## config.mk

```make
export PLATFORM = sky130hd
export DESIGN_NAME = vending_machine_param
export DESIGN_NICKNAME = d
export VERILOG_FILES = /design/src/rtl/vending_pkg.sv /design/src/rtl/key_sync_edge.sv /design/src/rtl/vending_machine_param.sv
export SDC_FILE = /design/constraint.sdc
export NUM_CORES = 1
export LEC_CHECK = 0
export ABC_AREA = 1
export BUFFER_PORTS_ARGS = -buffer_cell sky130_fd_sc_hd__buf_4
export CAP_MARGIN = 5
export CORE_MARGIN = 2
export CORE_UTILIZATION = 57
export DETAILED_ROUTE_END_ITERATION = 7
export PLACE_DENSITY = 0.78
export SYNTH_ARGS = -nofsm -noshare
export SYNTH_HDL_FRONTEND = slang
export SYNTH_HIERARCHICAL = 1
export SYNTH_SLANG_ARGS = --single-unit
```

## constraint.sdc

```tcl
create_clock -name clk -period 2.7 [get_ports clk]
set_input_delay 0.135 -clock clk [delete_from_list [all_inputs] [get_ports clk]]
set_output_delay 0.135 -clock clk [all_outputs]
set_load 0.05 [all_outputs]
```

## src/rtl/vending_pkg.sv

```systemverilog
// rtl/vending_pkg.sv - shared states, coin values and key indices for the vending controller
package vending_pkg;

    typedef enum logic [1:0] {
        IDLE    = 2'd0,
        COLLECT = 2'd1,
        VEND    = 2'd2,
        CHANGE  = 2'd3
    } state_e;

    localparam int COIN_HALF = 1;
    localparam int COIN_ONE  = 2;

    localparam int KEY_CANCEL = 0;
    localparam int KEY_HALF   = 1;
    localparam int KEY_ONE    = 2;

endpackage

```

## src/rtl/key_sync_edge.sv

```systemverilog
// rtl/key_sync_edge.sv - per-bit 2-FF synchroniser with falling-edge pulse for active-low keys
module key_sync_edge #(
    parameter int WIDTH = 3
) (
    input  logic             clk,
    input  logic             rst_n,
    input  logic [WIDTH-1:0] key_n,
    output logic [WIDTH-1:0] fall
);

    logic [WIDTH-1:0] sync1_q, sync1_d;
    logic [WIDTH-1:0] sync2_q, sync2_d;
    logic [WIDTH-1:0] prev_q,  prev_d;

    always_comb begin
        sync1_d = key_n;
        sync2_d = sync1_q;
        prev_d  = sync2_q;
    end

    // Reset to the released level so leaving reset never looks like a press.
    always_ff @(posedge clk or negedge rst_n) begin
        if (!rst_n) begin
            sync1_q <= '1;
            sync2_q <= '1;
            prev_q  <= '1;
        end else begin
            sync1_q <= sync1_d;
            sync2_q <= sync2_d;
            prev_q  <= prev_d;
        end
    end

    assign fall = prev_q & ~sync2_q;

endmodule

```

## src/rtl/vending_machine_param.sv

```systemverilog
// rtl/vending_machine_param.sv - parametrised vending controller with handshaked change return
module vending_machine_param #(
    parameter int PRICE       = 5,
    parameter int CREDIT_W    = 4,
    parameter int BEEP_CYCLES = 4
) (
    input  logic                clk,
    input  logic                rst_n,
    input  logic [2:0]          key_value,
    input  logic                change_ready,
    output logic [CREDIT_W-1:0] money_flag,
    output logic                vend,
    output logic                beep,
    output logic                coin_reject,
    output logic                change_valid,
    output logic                change_coin
);
    import vending_pkg::*;

    localparam int BEEP_W = $clog2(BEEP_CYCLES + 1);
    localparam logic [CREDIT_W:0]   CREDIT_MAX = {1'b0, {CREDIT_W{1'b1}}};
    localparam logic [CREDIT_W:0]   PRICE_X    = (CREDIT_W+1)'(PRICE);
    localparam logic [CREDIT_W-1:0] PRICE_C    = CREDIT_W'(PRICE);
    localparam logic [CREDIT_W-1:0] TWO        = CREDIT_W'(COIN_ONE);

    logic [2:0] ev;

    key_sync_edge #(.WIDTH(3)) u_keys (
        .clk   (clk),
        .rst_n (rst_n),
        .key_n (key_value),
        .fall  (ev)
    );

    state_e              state_q, state_d;
    logic [CREDIT_W-1:0] credit_q, credit_d;
    logic [BEEP_W-1:0]   beep_cnt_q, beep_cnt_d;
    logic                vend_q, vend_d;
    logic                reject_q, reject_d;
    logic                change_valid_q, change_valid_d;
    logic                change_coin_q, change_coin_d;

    logic                cancel_ev, one_ev, half_ev, coin_ev, dropped;
    logic [CREDIT_W:0]   coin_val, sum;
    logic [CREDIT_W-1:0] rem;

    always_comb begin
        cancel_ev = ev[KEY_CANCEL];
        one_ev    = ev[KEY_ONE];
        half_ev   = ev[KEY_HALF];
        coin_ev   = !cancel_ev && (one_ev || half_ev);
        coin_val  = one_ev ? (CREDIT_W+1)'(COIN_ONE) : (CREDIT_W+1)'(COIN_HALF);
        // Coins losing same-cycle priority collapse into one reject pulse.
        dropped   = cancel_ev ? (one_ev || half_ev) : (one_ev && half_ev);
        sum       = {1'b0, credit_q} + coin_val;
        rem       = credit_q;

        state_d        = state_q;
        credit_d       = credit_q;
        vend_d         = 1'b0;
        reject_d       = dropped;
        change_valid_d = change_valid_q;
        change_coin_d  = change_coin_q;
        beep_cnt_d     = (beep_cnt_q != '0) ? beep_cnt_q - 1'b1 : '0;

        case (state_q)
            IDLE, COLLECT: begin
                if (cancel_ev) begin
                    if (state_q == COLLECT) begin
                        state_d        = CHANGE;
                        change_valid_d = 1'b1;
                        change_coin_d  = (credit_q >= TWO);
                    end
                end else if (coin_ev) begin
                    if (sum > CREDIT_MAX) begin
                        reject_d = 1'b1;
                    end else begin
                        credit_d = sum[CREDIT_W-1:0];
                        if (sum >= PRICE_X) begin
                            state_d    = VEND;
                            vend_d     = 1'b1;
                            beep_cnt_d = BEEP_W'(BEEP_CYCLES);
                        end else begin
                            state_d = COLLECT;
                        end
                    end
                end
            end
            VEND: begin
                reject_d = one_ev || half_ev;
                rem      = credit_q - PRICE_C;
                credit_d = rem;
                if (rem != '0) begin
                    state_d        = CHANGE;
                    change_valid_d = 1'b1;
                    change_coin_d  = (rem >= TWO);
                end else begin
                    state_d = IDLE;
                end
            end
            CHANGE: begin
                reject_d = one_ev || half_ev;
                if (change_valid_q && change_ready) begin
                    rem      = credit_q - (change_coin_q ? TWO : CREDIT_W'(COIN_HALF));
                    credit_d = rem;
                    if (rem == '0) begin
                        state_d        = IDLE;
                        change_valid_d = 1'b0;
                        change_coin_d  = 1'b0;
                    end else begin
                        change_coin_d  = (rem >= TWO);
                    end
                end
            end
            default: state_d = IDLE;
        endcase
    end

    always_ff @(posedge clk or negedge rst_n) begin
        if (!rst_n) begin
            state_q        <= IDLE;
            credit_q       <= '0;
            beep_cnt_q     <= '0;
            vend_q         <= 1'b0;
            reject_q       <= 1'b0;
            change_valid_q <= 1'b0;
            change_coin_q  <= 1'b0;
        end else begin
            state_q        <= state_d;
            credit_q       <= credit_d;
            beep_cnt_q     <= beep_cnt_d;
            vend_q         <= vend_d;
            reject_q       <= reject_d;
            change_valid_q <= change_valid_d;
            change_coin_q  <= change_coin_d;
        end
    end

    assign money_flag   = credit_q;
    assign vend         = vend_q;
    assign beep         = (beep_cnt_q != '0);
    assign coin_reject  = reject_q;
    assign change_valid = change_valid_q;
    assign change_coin  = change_coin_q;

endmodule

```

Yosys cells after proc, flatten, opt, wreduce, memory -nomap -nowiden
Cells that the tools add are included.
{ "totals": {"regBits": 22, "input_bits": 6, "output_inout_bits": 9, "word_cells": 94} }
{ "op_classes": {"addsub": 4, "magnitude_cmp": 5, "n_eq_ne": 14, "muxes": 44, "bitwise": 2, "reduce_logical": 15} }
{ "ops": {"columns": ["op", "count"], "rows": [
  ["$mux W2", 10],
  ["$mux W1", 19],
  ["$mux W3", 6],
  ["$mux W4", 4],
  ["$ne A2 B2 Y1 const B", 8],
  ["$ge A4 B2 Y1 const B", 3],
  ["$pmux W4 S3", 1],
  ["$reduce_and A5 Y1", 2],
  ["$ne A3 B3 Y1 const B", 3],
  ["$reduce_and A4 Y1", 2],
  ["$pmux W1 S3", 2],
  ["$pmux W2 S3", 1],
  ["$add A4 B2 Y5", 1],
  ["$ge A5 B3 Y1 const B", 1],
  ["$gt A5 B4 Y1 const B", 1],
  ["$eq A2 B2 Y1 const B", 2],
  ["$logic_not A4 Y1", 1],
  ["$reduce_bool A4 Y1", 1],
  ["$reduce_or A2 Y1", 2],
  ["$sub A4 B2 Y4", 1],
  ["$sub A4 B3 Y4 const B", 1],
  ["$and A3 B3 Y3", 1],
  ["$logic_and A1 B1 Y1", 3],
  ["$not A3 Y3", 1],
  ["7 further kinds", 7]
]} }

Longest topological paths before layout
{ "depth": {"word_depth": 10, "ltp_mapped": 16, "ltp_nobuf": 16} }

Cells and area by module
The synthesis kept the hierarchy.
{ "modules_own_cells": {"columns": ["mod", "n_inst", "cells_each", "area_each_um2"], "rows": [
  ["vending_machine_param", 1, 161, 1131.1],
  ["key_sync_edge", 1, 15, 266.5]
]} }

Worst setup path after synthesis
No wires, ideal clock.
{ "synth_timing": {"path_type": "register to register", "startpoint": "register credit_q[0], in the netlist money_flag[0]", "endpoint": "register change_valid_q, in the netlist change_valid", "arrival_time_ns": 2.152, "slack_ns": 0.428, "path_stages_with_launch": 11, "path_buffers": 0, "cell_sequence": "dfrtp_1 > inv_1 > ha_1 > inv_1 > fa_1 > o21ai_1 > nand3_2 > nor2_1 > nand2_1 > nand2_1 > nand2_1"} }
{ "synth_via": {"elab_chain_len": 4} }
{ "synth_lines": {"columns": ["element", "line", "rtl"], "rows": [
  ["start: declaration", "vending_machine_param.sv:36", "logic [CREDIT_W-1:0] credit_q, credit_d;"],
  ["start signal: assignment", "vending_machine_param.sv:130", "credit_q <= credit_d;"],
  ["$sub A4 B3 Y4 or $sub A4 B2 Y4 (tied branches)", "vending_machine_param.sv:91, vending_machine_param.sv:104", null],
  ["$reduce_bool A4 Y1 or $logic_not A4 Y1 (tied branches)", "vending_machine_param.sv:93, vending_machine_param.sv:106", null],
  ["$ne A2 B2 Y1 (no line)", null, null],
  ["$reduce_and A5 Y1 (no line) (*)", null, null],
  ["end signal: assignment", "vending_machine_param.sv:134", "change_valid_q <= change_valid_d;"],
  ["end: declaration", "vending_machine_param.sv:40", "logic change_valid_q, change_valid_d;"]
]} }
Mark *: on every way between the ends. The rest lies on a longest branch, timed or not.
A chain may end at the register's enable or synchronous reset.

Worst setup path after layout
{ "layout_timing": {"startpoint": "register u_keys.prev_q[2]", "endpoint": "register credit_q[1], in the netlist money_flag[1]"} }
{ "layout_via": {"elab_chain_len": 7} }
{ "layout_lines": {"columns": ["element", "line", "rtl"], "rows": [
  ["start: declaration", "key_sync_edge.sv:13", "logic [WIDTH-1:0] prev_q, prev_d;"],
  ["start signal: assignment", "key_sync_edge.sv:30", "prev_q <= prev_d;"],
  ["$and A3 B3 Y3 (*)", "key_sync_edge.sv:34", "assign fall = prev_q & ~sync2_q;"],
  ["net ev[2]", "vending_machine_param.sv:26", "logic [2:0] ev;"],
  ["branches (longest 6 deep; another with $add A4 B2 Y5)", null, null]
]} }
Mark *: on every way through the listed nets, which the timed path passes. The select of a mux whose other input is x is not followed.

==> impl_results.rst <==
.. list-table::
   :header-rows: 1

   * - Metric
     - Value
   * - Register bit count reported by yosys
     - 22
   * - Result of the run
     - finished, final reports clean
   * - Average routed wire per standard cell
     - 12.5 um
   * - Kind of end point of the critical path
     - flop
   * - Pre-CTS setup slack
     - 0.374 ns
   * - Type of the most critical hold path
     - in2reg
   * - Area of the core
     - 2250 um2
   * - Wire length of the first global-routing pass
     - 4670 um
   * - Critical path's slowest cell
     - sky130_fd_sc_hd__dfstp_2
   * - Final-stage net count
     - 215
   * - Worst path setup slack after routing
     - 0.343 ns
   * - Number of H-tree levels
     - 1
   * - Vias in the first global route
     - 1107
   * - Delay of the slowest cell on the worst path
     - 0.54 ns
   * - Required time of the critical path
     - 2.93 ns
   * - Fillcell total
     - 189
   * - Max transition margin
     - 73.2%
   * - Clock sinks
     - 22
   * - I/O pins
     - 15
   * - Buffers inserted by post-CTS timing repair
     - 0
   * - Count of antenna-violating nets left after detailed routing
     - 0
   * - Highest fanout seen on the critical path
     - 7
   * - FMAX
     - 424 MHz
   * - Avg Inst Size Synth
     - 7.94 um2
   * - Final period util
     - 87.3%
   * - Number of different library cells in the post-synthesis netlist
     - 29
   * - Max-slew violation total from the final report
     - 0
   * - DRC viols
     - 0
   * - Total nets after synthesis
     - 194
   * - Arrival time of the worst setup path
     - 2.59 ns
   * - Final setup viols
     - 0
   * - Crit start category
     - flop
   * - Vias/cell
     - 5.31
   * - Antenna violations before repair
     - 0
   * - Number of max-capacitance violations reported
     - 0
   * - Worst path cell trace
     - inv_1 > nor2_2 > inv_1 > ha_1 > fa_1 > nand3_2 > a21oi_1 > nor2_1 > o21ai_0 > o21ai_0
   * - Antenna diode instance count
     - 0
   * - Number of hold buffers added after CTS
     - 4
   * - Cell at the root of the clock tree
     - sky130_fd_sc_hd__clkbuf_4
   * - Total routing usage reported by global routing
     - 22.5%
   * - Worst hold slack across all endpoints
     - 0.180 ns
   * - Resized cells post-CTS
     - 0
   * - Die extent in y
     - 53.5 um
   * - Count of buffer and inverter cells on the critical path
     - 2
   * - TritonCTS clock tree
     - built
   * - Number of cells produced by synthesis
     - 176
   * - Worst skew pair latency
     - 0.31 ns
   * - Maximum buffer depth of the clock tree
     - 2
   * - Setup TNS
     - 0 ns
   * - Placement row count
     - 17
   * - Sum of net half-perimeters after detailed placement
     - 2180 um
   * - Start-to-end type of the worst setup path
     - reg2reg
   * - Setup repair after global routing missed its margin
     - no
   * - Reg clk slew, reported paths
     - 0.12 ns
   * - Count of synthesis-stage warnings from yosys
     - 6
   * - Num CTS Buffers
     - 3
   * - Global route overflow
     - 0
   * - Slew at the pin with the worst max-slew slack
     - 0.402 ns
   * - Die span in x
     - 53.5 um
   * - Initial Util
     - 62.0%
   * - Top cells by area, synth
     - sky130_fd_sc_hd__dfrtp_1 (23%), sky130_fd_sc_hd__dfstp_2 (17%), sky130_fd_sc_hd__nand2_1 (13%)
   * - Post-Route Skew
     - 0.00640 ns
   * - Pin count of the biggest net entering global routing
     - 23
   * - Area delta synth->final
     - 14.1%
   * - Die Outline Area
     - 2860 um2
   * - Area of the mapped netlist
     - 1400 um2
   * - Number of vias in the routed layout
     - 1189
   * - Post-synthesis sequential area ratio
     - 40.2%
   * - CP top delay family
     - simple AND/OR/NAND/NOR gates
   * - Time the final worst path needs with I/O delays and setup
     - 2.36 ns
   * - Drt first-iter violations
     - 31
   * - Post-synth top area cell
     - sky130_fd_sc_hd__dfrtp_1
   * - Share of final-layout standard cells stronger than drive strength 1
     - 21.9%
   * - DRT Pass-1 Iters
     - 4
   * - Synth top area share
     - 23.3%
   * - Total wire length
     - 2810 um
   * - Final number of hold-violating endpoints
     - 0
   * - Port Buffers
     - 14
   * - Last weighted congestion value of the routability-driven placer
     - 0.914
[final timing paths]
path                       slack (ns)               end  cells past startpoint         startpoint
max                              0.34     money_flag[1]                     10   u_keys/prev_q[2]
min                              0.18        state_q[1]                      4       change_ready
max reg2reg                      0.34     money_flag[1]                     10   u_keys/prev_q[2]
min reg2reg                      0.36  u_keys/prev_d[2]                      0  u_keys/sync1_q[2]
max in group asynchronous        2.20  u_keys/prev_d[2]                      2              rst_n
min in group asynchronous        0.22       change_coin                      2              rst_n
[registers in the layout, summed over array words and instances (netlist names)]
name	count
u_keys/prev_q	3
money_flag	4
u_keys/prev_d	3
beep_cnt_q	3
change_valid	1
state_q	2
change_coin	1
u_keys/sync1_q	3
coin_reject	1
vend	1
[kinds of logic (layout without fill, tap and decap cells)]
logic type                 Yosys count  after routing  share of synthesized area, %
and+or+nand+nor                     96             96                          31.9
buffers and inverters               27             47                          8.24
DFF                                 22             22                          40.2
AOI/OAI and AO/OA                   19             19                          7.88
adders and majority gates           12             12                          11.8
[per-stage QoR]
stage / cells / instance area [um2] / utilization [%]
6_report: 224 / 1600 / 70.8
3_3_place_gp: 216 / 1520 / 67.4
4_1_cts: 224 / 1600 / 70.8
2_1_floorplan: 176 / 1400 / -
3_5_place_dp: 216 / 1520 / 67.4
5_1_grt: 224 / 1600 / 70.8
[layout make-up]
class / instances / area, um2 / area share [%]
sequential: 22 / 562 / 35.2
inverter: 25 / 96.3 / 6.04
tap: 28 / 35.0 / 2.20
clock buffer: 4 / 36.3 / 2.27
multi-input combinational: 127 / 721 / 45.2
timing repair buffer: 18 / 145 / 9.10
[worst register-to-register path: stages, from the launching register on]
cell	delay, ns
sky130_fd_sc_hd__dfstp_2	0.54
sky130_fd_sc_hd__inv_1	0.05
sky130_fd_sc_hd__nor2_2	0.20
sky130_fd_sc_hd__inv_1	0.08
sky130_fd_sc_hd__ha_1	0.21
sky130_fd_sc_hd__fa_1	0.42
sky130_fd_sc_hd__nand3_2	0.12
sky130_fd_sc_hd__a21oi_1	0.09
sky130_fd_sc_hd__nor2_1	0.31
sky130_fd_sc_hd__o21ai_0	0.16
sky130_fd_sc_hd__o21ai_0	0.10
[routing by layer]
layer | track usage (%) | up-vias | wire (um)
met5 | 0 | - | 0
met3 | 4.24 | 4 | 154
li1 | - | 597 | -
met4 | 5.98 | 0 | 21
met2 | 38.9 | 32 | 1370
met1 | 28.7 | 556 | 1260
[synth_stat cells (all sizes together)]
| cell type | n |
|---|---|
| nand4 | 1 |
| buf | 2 |
| dfrtp | 13 |
| nor3 | 1 |
| or2 | 2 |
| ha | 10 |
| nor2 | 20 |
| o21bai | 1 |
| o21ai | 10 |
| o211ai | 1 |
| nand2 | 50 |
| a21oi | 5 |
| inv | 25 |
| nand3 | 20 |
| a21o | 1 |
| nor2b | 1 |
| dfstp | 9 |
| fa | 2 |
| o221ai | 1 |
| nand3b | 1 |
[layout by cell type (no fill, tap or decap), types with 2 or more instances in the layout]
master and instances:
sky130_fd_sc_hd__dlygate4sd3_1 4, sky130_fd_sc_hd__ha_1 10, sky130_fd_sc_hd__a21oi_1 4, sky130_fd_sc_hd__fa_1 2, sky130_fd_sc_hd__clkbuf_4 3, sky130_fd_sc_hd__o21ai_0 7
sky130_fd_sc_hd__nand3_2 3, sky130_fd_sc_hd__nand2_1 47, sky130_fd_sc_hd__nand3_1 17, sky130_fd_sc_hd__nand2_2 2, sky130_fd_sc_hd__buf_4 14, sky130_fd_sc_hd__dfstp_2 9
sky130_fd_sc_hd__nor2_1 14, sky130_fd_sc_hd__inv_1 24, sky130_fd_sc_hd__dfrtp_1 13, sky130_fd_sc_hd__nor2_2 6, sky130_fd_sc_hd__o21ai_1 3
Power is not shown: default switching activity piles up to over one toggle a cycle in this logic, so the estimate is an artifact.
